### src/rtl/garage_input_conditioner_if.sv
// Signal bundle between the raw garage inputs, the conditioner and the door FSM.
// The conditioner drives the slave side; whoever supplies raw inputs holds the master side.
`timescale 1ns/1ps

interface garage_input_conditioner_if;
    // No valid/ready handshake here: raw inputs are asynchronous levels, while
    // remote/timer are single-cycle pulses and open/closed are levels, all on clk.
    logic       remote_raw;
    logic       open_raw;
    logic       closed_raw;
    logic       remote;
    logic       open;
    logic       closed;
    logic       timer;
    logic [1:0] dbg_state;

    modport master (
        output remote_raw, open_raw, closed_raw,
        input  remote, open, closed, timer, dbg_state
    );

    modport slave (
        input  remote_raw, open_raw, closed_raw,
        output remote, open, closed, timer, dbg_state
    );
endinterface

### src/rtl/garage_input_conditioner.sv
// Synchronizes/debounces the remote button, synchronizes the limit sensors and
// generates the auto-close timer pulse. Define SENSOR_FILTER_EN for 3-sample sensor filtering.
`timescale 1ns/1ps

module garage_input_conditioner #(
    parameter int unsigned DEBOUNCE_CYCLES = 500000,
    parameter int unsigned TIMEOUT_CYCLES  = 1500000000,
    parameter int unsigned CNT_W           = 32
) (
    input  logic                      clk,
    input  logic                      rst_n,
    garage_input_conditioner_if.slave bus
);

    typedef enum logic [1:0] {
        IDLE         = 2'd0,
        PRESS_WAIT   = 2'd1,
        HELD         = 2'd2,
        RELEASE_WAIT = 2'd3
    } db_state_e;

    localparam logic [CNT_W-1:0] DEB_LAST = CNT_W'(DEBOUNCE_CYCLES - 1);
    localparam logic [CNT_W-1:0] TMO_LAST = CNT_W'(TIMEOUT_CYCLES - 1);

    logic [1:0]       remote_sync;
    logic [1:0]       open_sync;
    logic [1:0]       closed_sync;
    logic             remote_s;
    logic             open_s;
    logic             closed_s;

    logic             open_q;
    logic             closed_q;
    logic             remote_q;
    logic             timer_q;

    db_state_e        state_q;
    db_state_e        state_d;
    logic [CNT_W-1:0] dcnt_q;
    logic [CNT_W-1:0] dcnt_d;
    logic             remote_d;

    logic [CNT_W-1:0] tcnt_q;
    logic [CNT_W-1:0] tcnt_d;
    logic             fired_q;
    logic             fired_d;
    logic             timer_d;

    assign remote_s = remote_sync[1];
    assign open_s   = open_sync[1];
    assign closed_s = closed_sync[1];

    always_ff @(posedge clk or negedge rst_n) begin
        if (!rst_n) begin
            remote_sync <= 2'b00;
            open_sync   <= 2'b00;
            closed_sync <= 2'b00;
        end else begin
            remote_sync <= {remote_sync[0], bus.remote_raw};
            open_sync   <= {open_sync[0], bus.open_raw};
            closed_sync <= {closed_sync[0], bus.closed_raw};
        end
    end

`ifdef SENSOR_FILTER_EN
    // Output follows a sensor only once three consecutive samples agree.
    logic [1:0] open_hist;
    logic [1:0] closed_hist;

    always_ff @(posedge clk or negedge rst_n) begin
        if (!rst_n) begin
            open_hist   <= 2'b00;
            closed_hist <= 2'b00;
            open_q      <= 1'b0;
            closed_q    <= 1'b0;
        end else begin
            open_hist   <= {open_hist[0], open_s};
            closed_hist <= {closed_hist[0], closed_s};
            if ((open_s == open_hist[0]) && (open_s == open_hist[1])) begin
                open_q <= open_s;
            end
            if ((closed_s == closed_hist[0]) && (closed_s == closed_hist[1])) begin
                closed_q <= closed_s;
            end
        end
    end
`else
    always_ff @(posedge clk or negedge rst_n) begin
        if (!rst_n) begin
            open_q   <= 1'b0;
            closed_q <= 1'b0;
        end else begin
            open_q   <= open_s;
            closed_q <= closed_s;
        end
    end
`endif

    always_ff @(posedge clk or negedge rst_n) begin
        if (!rst_n) begin
            state_q  <= IDLE;
            dcnt_q   <= '0;
            remote_q <= 1'b0;
        end else begin
            state_q  <= state_d;
            dcnt_q   <= dcnt_d;
            remote_q <= remote_d;
        end
    end

    always_comb begin
        state_d  = state_q;
        dcnt_d   = dcnt_q;
        remote_d = 1'b0;
        case (state_q)
            IDLE: begin
                if (remote_s) begin
                    state_d = PRESS_WAIT;
                    dcnt_d  = '0;
                end
            end
            PRESS_WAIT: begin
                if (!remote_s) begin
                    state_d = IDLE;
                end else if (dcnt_q == DEB_LAST) begin
                    state_d  = HELD;
                    remote_d = 1'b1;
                end else begin
                    dcnt_d = dcnt_q + CNT_W'(1);
                end
            end
            HELD: begin
                if (!remote_s) begin
                    state_d = RELEASE_WAIT;
                    dcnt_d  = '0;
                end
            end
            RELEASE_WAIT: begin
                if (remote_s) begin
                    state_d = HELD;
                end else if (dcnt_q == DEB_LAST) begin
                    state_d = IDLE;
                end else begin
                    dcnt_d = dcnt_q + CNT_W'(1);
                end
            end
            default: begin
                state_d = IDLE;
                dcnt_d  = '0;
            end
        endcase
    end

    // A press accepted on this edge restarts the window and beats a terminal count,
    // so remote and timer can never pulse together.
    always_comb begin
        tcnt_d  = tcnt_q;
        fired_d = fired_q;
        timer_d = 1'b0;
        if (!open_q || remote_d) begin
            tcnt_d  = '0;
            fired_d = 1'b0;
        end else if (!fired_q) begin
            if (tcnt_q == TMO_LAST) begin
                timer_d = 1'b1;
                fired_d = 1'b1;
            end else begin
                tcnt_d = tcnt_q + CNT_W'(1);
            end
        end
    end

    always_ff @(posedge clk or negedge rst_n) begin
        if (!rst_n) begin
            tcnt_q  <= '0;
            fired_q <= 1'b0;
            timer_q <= 1'b0;
        end else begin
            tcnt_q  <= tcnt_d;
            fired_q <= fired_d;
            timer_q <= timer_d;
        end
    end

    assign bus.remote    = remote_q;
    assign bus.open      = open_q;
    assign bus.closed    = closed_q;
    assign bus.timer     = timer_q;
    assign bus.dbg_state = state_q;

endmodule

### src/flat_wrapper.sv
// flat-port wrapper written by rule: the top's interface ports become plain ports
module garage_input_conditioner_flat 
#(
    parameter int unsigned DEBOUNCE_CYCLES = 500000,
    parameter int unsigned TIMEOUT_CYCLES  = 1500000000,
    parameter int unsigned CNT_W           = 32
)
  (clk, rst_n, bus_remote_raw, bus_open_raw, bus_closed_raw, bus_remote, bus_open, bus_closed, bus_timer, bus_dbg_state);
  garage_input_conditioner_if bus_i ();
  input  logic clk;
  input  logic rst_n;
  input wire logic [$bits(bus_i.remote_raw)-1:0] bus_remote_raw;
  input wire logic [$bits(bus_i.open_raw)-1:0] bus_open_raw;
  input wire logic [$bits(bus_i.closed_raw)-1:0] bus_closed_raw;
  output wire logic [$bits(bus_i.remote)-1:0] bus_remote;
  output wire logic [$bits(bus_i.open)-1:0] bus_open;
  output wire logic [$bits(bus_i.closed)-1:0] bus_closed;
  output wire logic [$bits(bus_i.timer)-1:0] bus_timer;
  output wire logic [$bits(bus_i.dbg_state)-1:0] bus_dbg_state;
  assign bus_i.remote_raw = bus_remote_raw;
  assign bus_i.open_raw = bus_open_raw;
  assign bus_i.closed_raw = bus_closed_raw;
  assign bus_remote = bus_i.remote;
  assign bus_open = bus_i.open;
  assign bus_closed = bus_i.closed;
  assign bus_timer = bus_i.timer;
  assign bus_dbg_state = bus_i.dbg_state;
  garage_input_conditioner #(.DEBOUNCE_CYCLES(DEBOUNCE_CYCLES), .TIMEOUT_CYCLES(TIMEOUT_CYCLES), .CNT_W(CNT_W)) u_core (.clk(clk), .rst_n(rst_n), .bus(bus_i));
endmodule
### config.mk
export PLATFORM = sky130hd
export DESIGN_NAME = garage_input_conditioner_flat
export DESIGN_NICKNAME = d
export VERILOG_FILES = /design/src/rtl/garage_input_conditioner_if.sv /design/src/rtl/garage_input_conditioner.sv /design/src/flat_wrapper.sv
export SDC_FILE = /design/constraint.sdc
export NUM_CORES = 1
export LEC_CHECK = 0
export ABC_CLOCK_PERIOD_IN_PS = 5700
export BUFFER_PORTS_ARGS = -buffer_cell sky130_fd_sc_hd__buf_2
export CAP_MARGIN = 15
export CORE_MARGIN = 8
export CORE_UTILIZATION = 45
export CTS_CLUSTER_SIZE = 16
export DETAILED_ROUTE_END_ITERATION = 8
export MAX_ROUTING_LAYER = met4
export PLACE_DENSITY = 0.64
export SYNTH_ARGS = -nofsm -noshare
export SYNTH_HDL_FRONTEND = slang
export SYNTH_SLANG_ARGS = --single-unit
export TNS_END_PERCENT = 5
### constraint.sdc
create_clock -name clk -period 5.7 [get_ports clk]
set_input_delay 0.57 -clock clk [delete_from_list [all_inputs] [get_ports clk]]
set_output_delay 0.57 -clock clk [all_outputs]
set_load 0.005 [all_outputs]
==> results_dict.tcl <==
set metrics [dict create \
    grt_use_total 0.150 \
    worst_pin_slew_ns 1.10 \
    post_dp_cell_area_um2 4260 \
    cpLargestDelayFamily "simple AND/OR/NAND/NOR gates" \
    period_needed_ns 2.71 \
    post_cts_resized 0 \
    dp_wirelength_um 5770 \
    vias_in_the_first_global_route 3187 \
    timing.critical_path.from_type "flop" \
    max_freq_mhz 368 \
    postSynthNetCount 451 \
    yosysSeqAreaShare 0.467 \
    root_buffer "sky130_fd_sc_hd__clkbuf_8" \
    cts.path.max_buffers 2 \
    synth-adder-area-share 0.00607 \
    synthToLayoutAreaGrowth_pct 7.55 \
    maxUsedRoutingLayer "met4" \
    die_height_um 112 \
    fin_nets 456 \
    number_of_synthesized_flops_with_an_enable_pin 0 \
    timing.final.setup_violations 0 \
    postSynth.asyncResetShare 1.00 \
    grt_setup_unrepaired "false" \
    number_of_rows_in_the_core_area 35 \
    postRouteAntennaNets 0 \
    ys_seq_elements 77 \
    number_of_maximum_capacitance_violations 0 \
    synth.lib_cells_used.distinct 56 \
    timing.hold.worst.class "input pin to flop" \
    yosysTopAreaCell "sky130_fd_sc_hd__dfrtp_1" \
    io_pins 11 \
    cts_tree "built" \
    clkLatencyLatePin_ns 0.35 \
    fp.coreArea_um2 9060 \
    synth_area_um2 4120 \
    slowest_stage "sky130_fd_sc_hd__nand2_1" \
    relSlewSlack 0.267 \
    worstPathCellList "buf_4, nor4b_1, nand4_1, or3_1, nand2_1, o21ba_2" \
    detailroute.wirelength.met2_um 4250 \
    multi_input_combinational_cell_area_um2 2080 \
    main_combinational_cell_family_by_area_after_synthesis "simple AND/OR/NAND/NOR gates" \
    synth.area.top_cells "sky130_fd_sc_hd__dfrtp_1, sky130_fd_sc_hd__nand3_1, sky130_fd_sc_hd__nand2_1, sky130_fd_sc_hd__nor2_1, sky130_fd_sc_hd__xor2_1" \
    count_leader_synth "sky130_fd_sc_hd__dfrtp_1" \
    worst_slack_ns 2.99 \
    wl_um 8800 \
    postLayoutCellArea_um2 4440 \
    criticalPathCategory "flop to flop" \
    final_cells 565 \
    clock-sinks 77 \
    critical_path.max_stage_delay_ns 0.81 \
    power_per_cell_area_nw_per_um2 224 \
    gp_congestion 0.799 \
    h-tree-depth 3 \
    num_vias 3337 \
    fillerInstances 826 \
    timing.critical_path.fanout_max 34 \
    cp_data_arrival_time_ns 2.97 \
    clock_skew_ns 0.0110 \
    synth_simple_gate_area_share 0.337 \
    layout.area.seq_um2 1930 \
    postSynthCellCount 444 \
    timing.critical_path.required_ns 5.95 \
    worst_ir_drop_vdd_mv 0.128 \
    synth.cells.most_frequent "sky130_fd_sc_hd__dfrtp_1, sky130_fd_sc_hd__nand2_1, sky130_fd_sc_hd__nor2_1" \
    buffer_ports.inserted 10 \
    design.die.area_um2 12500 \
    die_width_um 112 \
    fin_hold_ws_ns 0.314 \
    period_share 0.476 \
    p_leak_nw 1.82 \
    synth_compound_gate_area_share 0.0925 \
    slew_viol_final 0 \
    dpl.cell_count 549 \
    buffer_count_from_post_cts_setup_fixing 0 \
    met3_wl_um 258 \
    cp.buffers_inverters 1 \
    number_of_antenna_violations_at_the_first_check_in_global_routing 0 \
    viasPerCell 5.91 \
    met1Wirelength_um 4160 \
    synthMuxAreaShare 0.0228 \
    finalHoldViolCount 0 \
    synth_xor_xnor_area_share 0.0446 \
    synth-main-ff-cell "sky130_fd_sc_hd__dfrtp_1" \
    status "complete, no violations" \
    synth-warning-count 0 \
    antenna_cells 0 \
    drtIter0Drc 127 \
    drive_gt1_frac 0.104 \
    grt_start_max_net_pins 78 \
    initial_utilization 0.455 \
    post_synth.cell_area_avg_um2 9.29 \
    hold_bufs_inserted_after_cts 0 \
    grt_first_pass_wirelength_um 15000 \
    synth.top_cell.area_share 0.467 \
    grt_overflow 0 \
    drc 0 \
    first_pass_iters 6 \
    post_placement_setup_slack_ns 2.92 \
    routedWlPerCell_um 15.6 \
    setup_total_negative_slack_ns 0 \
    crit_path_end_kind "flop" \
    clk_transition_reported_paths_ns 0.09 \
    cts_buffers 9 \
]
area by class of cell:
class                           instances  area share
Timing Repair Buffer                   15      0.0197
Multi-Input combinational cell        338       0.468
Sequential cell                        77       0.434
Tap cell                              111      0.0313
Inverter                                8     0.00677
Clock buffer                            9      0.0279
Clock inverter                          7      0.0116
cells by family (layout without fill, tap and decap cells):
kind of cell / after synthesis / in the layout
DFF: 77 / 77
muxes: 9 / 9
xor gates and xnor gates: 21 / 21
and+or+nand+nor: 248 / 248
adders and majority gates: 2 / 2
AOI/OAI and AO/OA: 58 / 58
buffers and inverters: 29 / 39
sequential cells by signal, summed over array words and instances (netlist names), 2 cells and up, named ones only:
name	flops
u_core.closed_sync	2
u_core.tcnt_q	32
u_core.remote_sync	2
u_core.open_sync	2
u_core.dcnt_q	32
power breakdown:
part / switching, mW / total (mW) / leakage (nW) / internal, mW
Clock: 0.216 / 0.374 / 0.0739 / 0.158
Combinational: 0.0348 / 0.0488 / 0.696 / 0.0140
Sequential: 0.0129 / 0.569 / 1.05 / 0.556
Total: 0.263 / 0.992 / 1.82 / 0.728
path summary, 6_finish.rpt:
check,startpoint,to,slack [ns],cells after the start
worst max-delay path,u_core.bus.dbg_state[0],u_core.tcnt_q[8],2.99,6
worst min-delay path,bus_open_raw,u_core.open_sync[0],0.31,1
worst max register to register,u_core.bus.dbg_state[0],u_core.tcnt_q[8],2.99,6
worst min register to register,u_core.open_sync[1],u_core.bus.open,0.35,0
max in group asynchronous,rst_n,u_core.dcnt_q[27],4.71,1
min in group asynchronous,rst_n,u_core.bus.timer,0.35,1
placed cells by master (no fill, tap or decap), types with 10 or more instances in the layout:
master	synthesis	routed
sky130_fd_sc_hd__o21ai_0	14	14
sky130_fd_sc_hd__nor3_1	12	12
sky130_fd_sc_hd__nor2_1	45	45
sky130_fd_sc_hd__or4_1	15	15
sky130_fd_sc_hd__dfrtp_1	77	77
sky130_fd_sc_hd__xor2_1	18	18
sky130_fd_sc_hd__nand4_1	24	24
sky130_fd_sc_hd__nand3_1	44	44
sky130_fd_sc_hd__a21oi_1	13	13
sky130_fd_sc_hd__nand2_1	50	50
sky130_fd_sc_hd__buf_2	10	10
layer usage:
metal,GRT usage,vias up
met2,0.242,43
met1,0.180,1635
met3,0.0298,13
met5,-,-
met4,0.0593,0
li1,-,1646
per-stage QoR:
stage                util  power [mW]
floorplan               -       0.607
global placement    0.469       0.628
detailed placement  0.470       0.630
CTS                 0.489        1.01
global route        0.489        1.02
finish              0.489       0.992
Note: power is estimated with default switching activity, not from simulation.
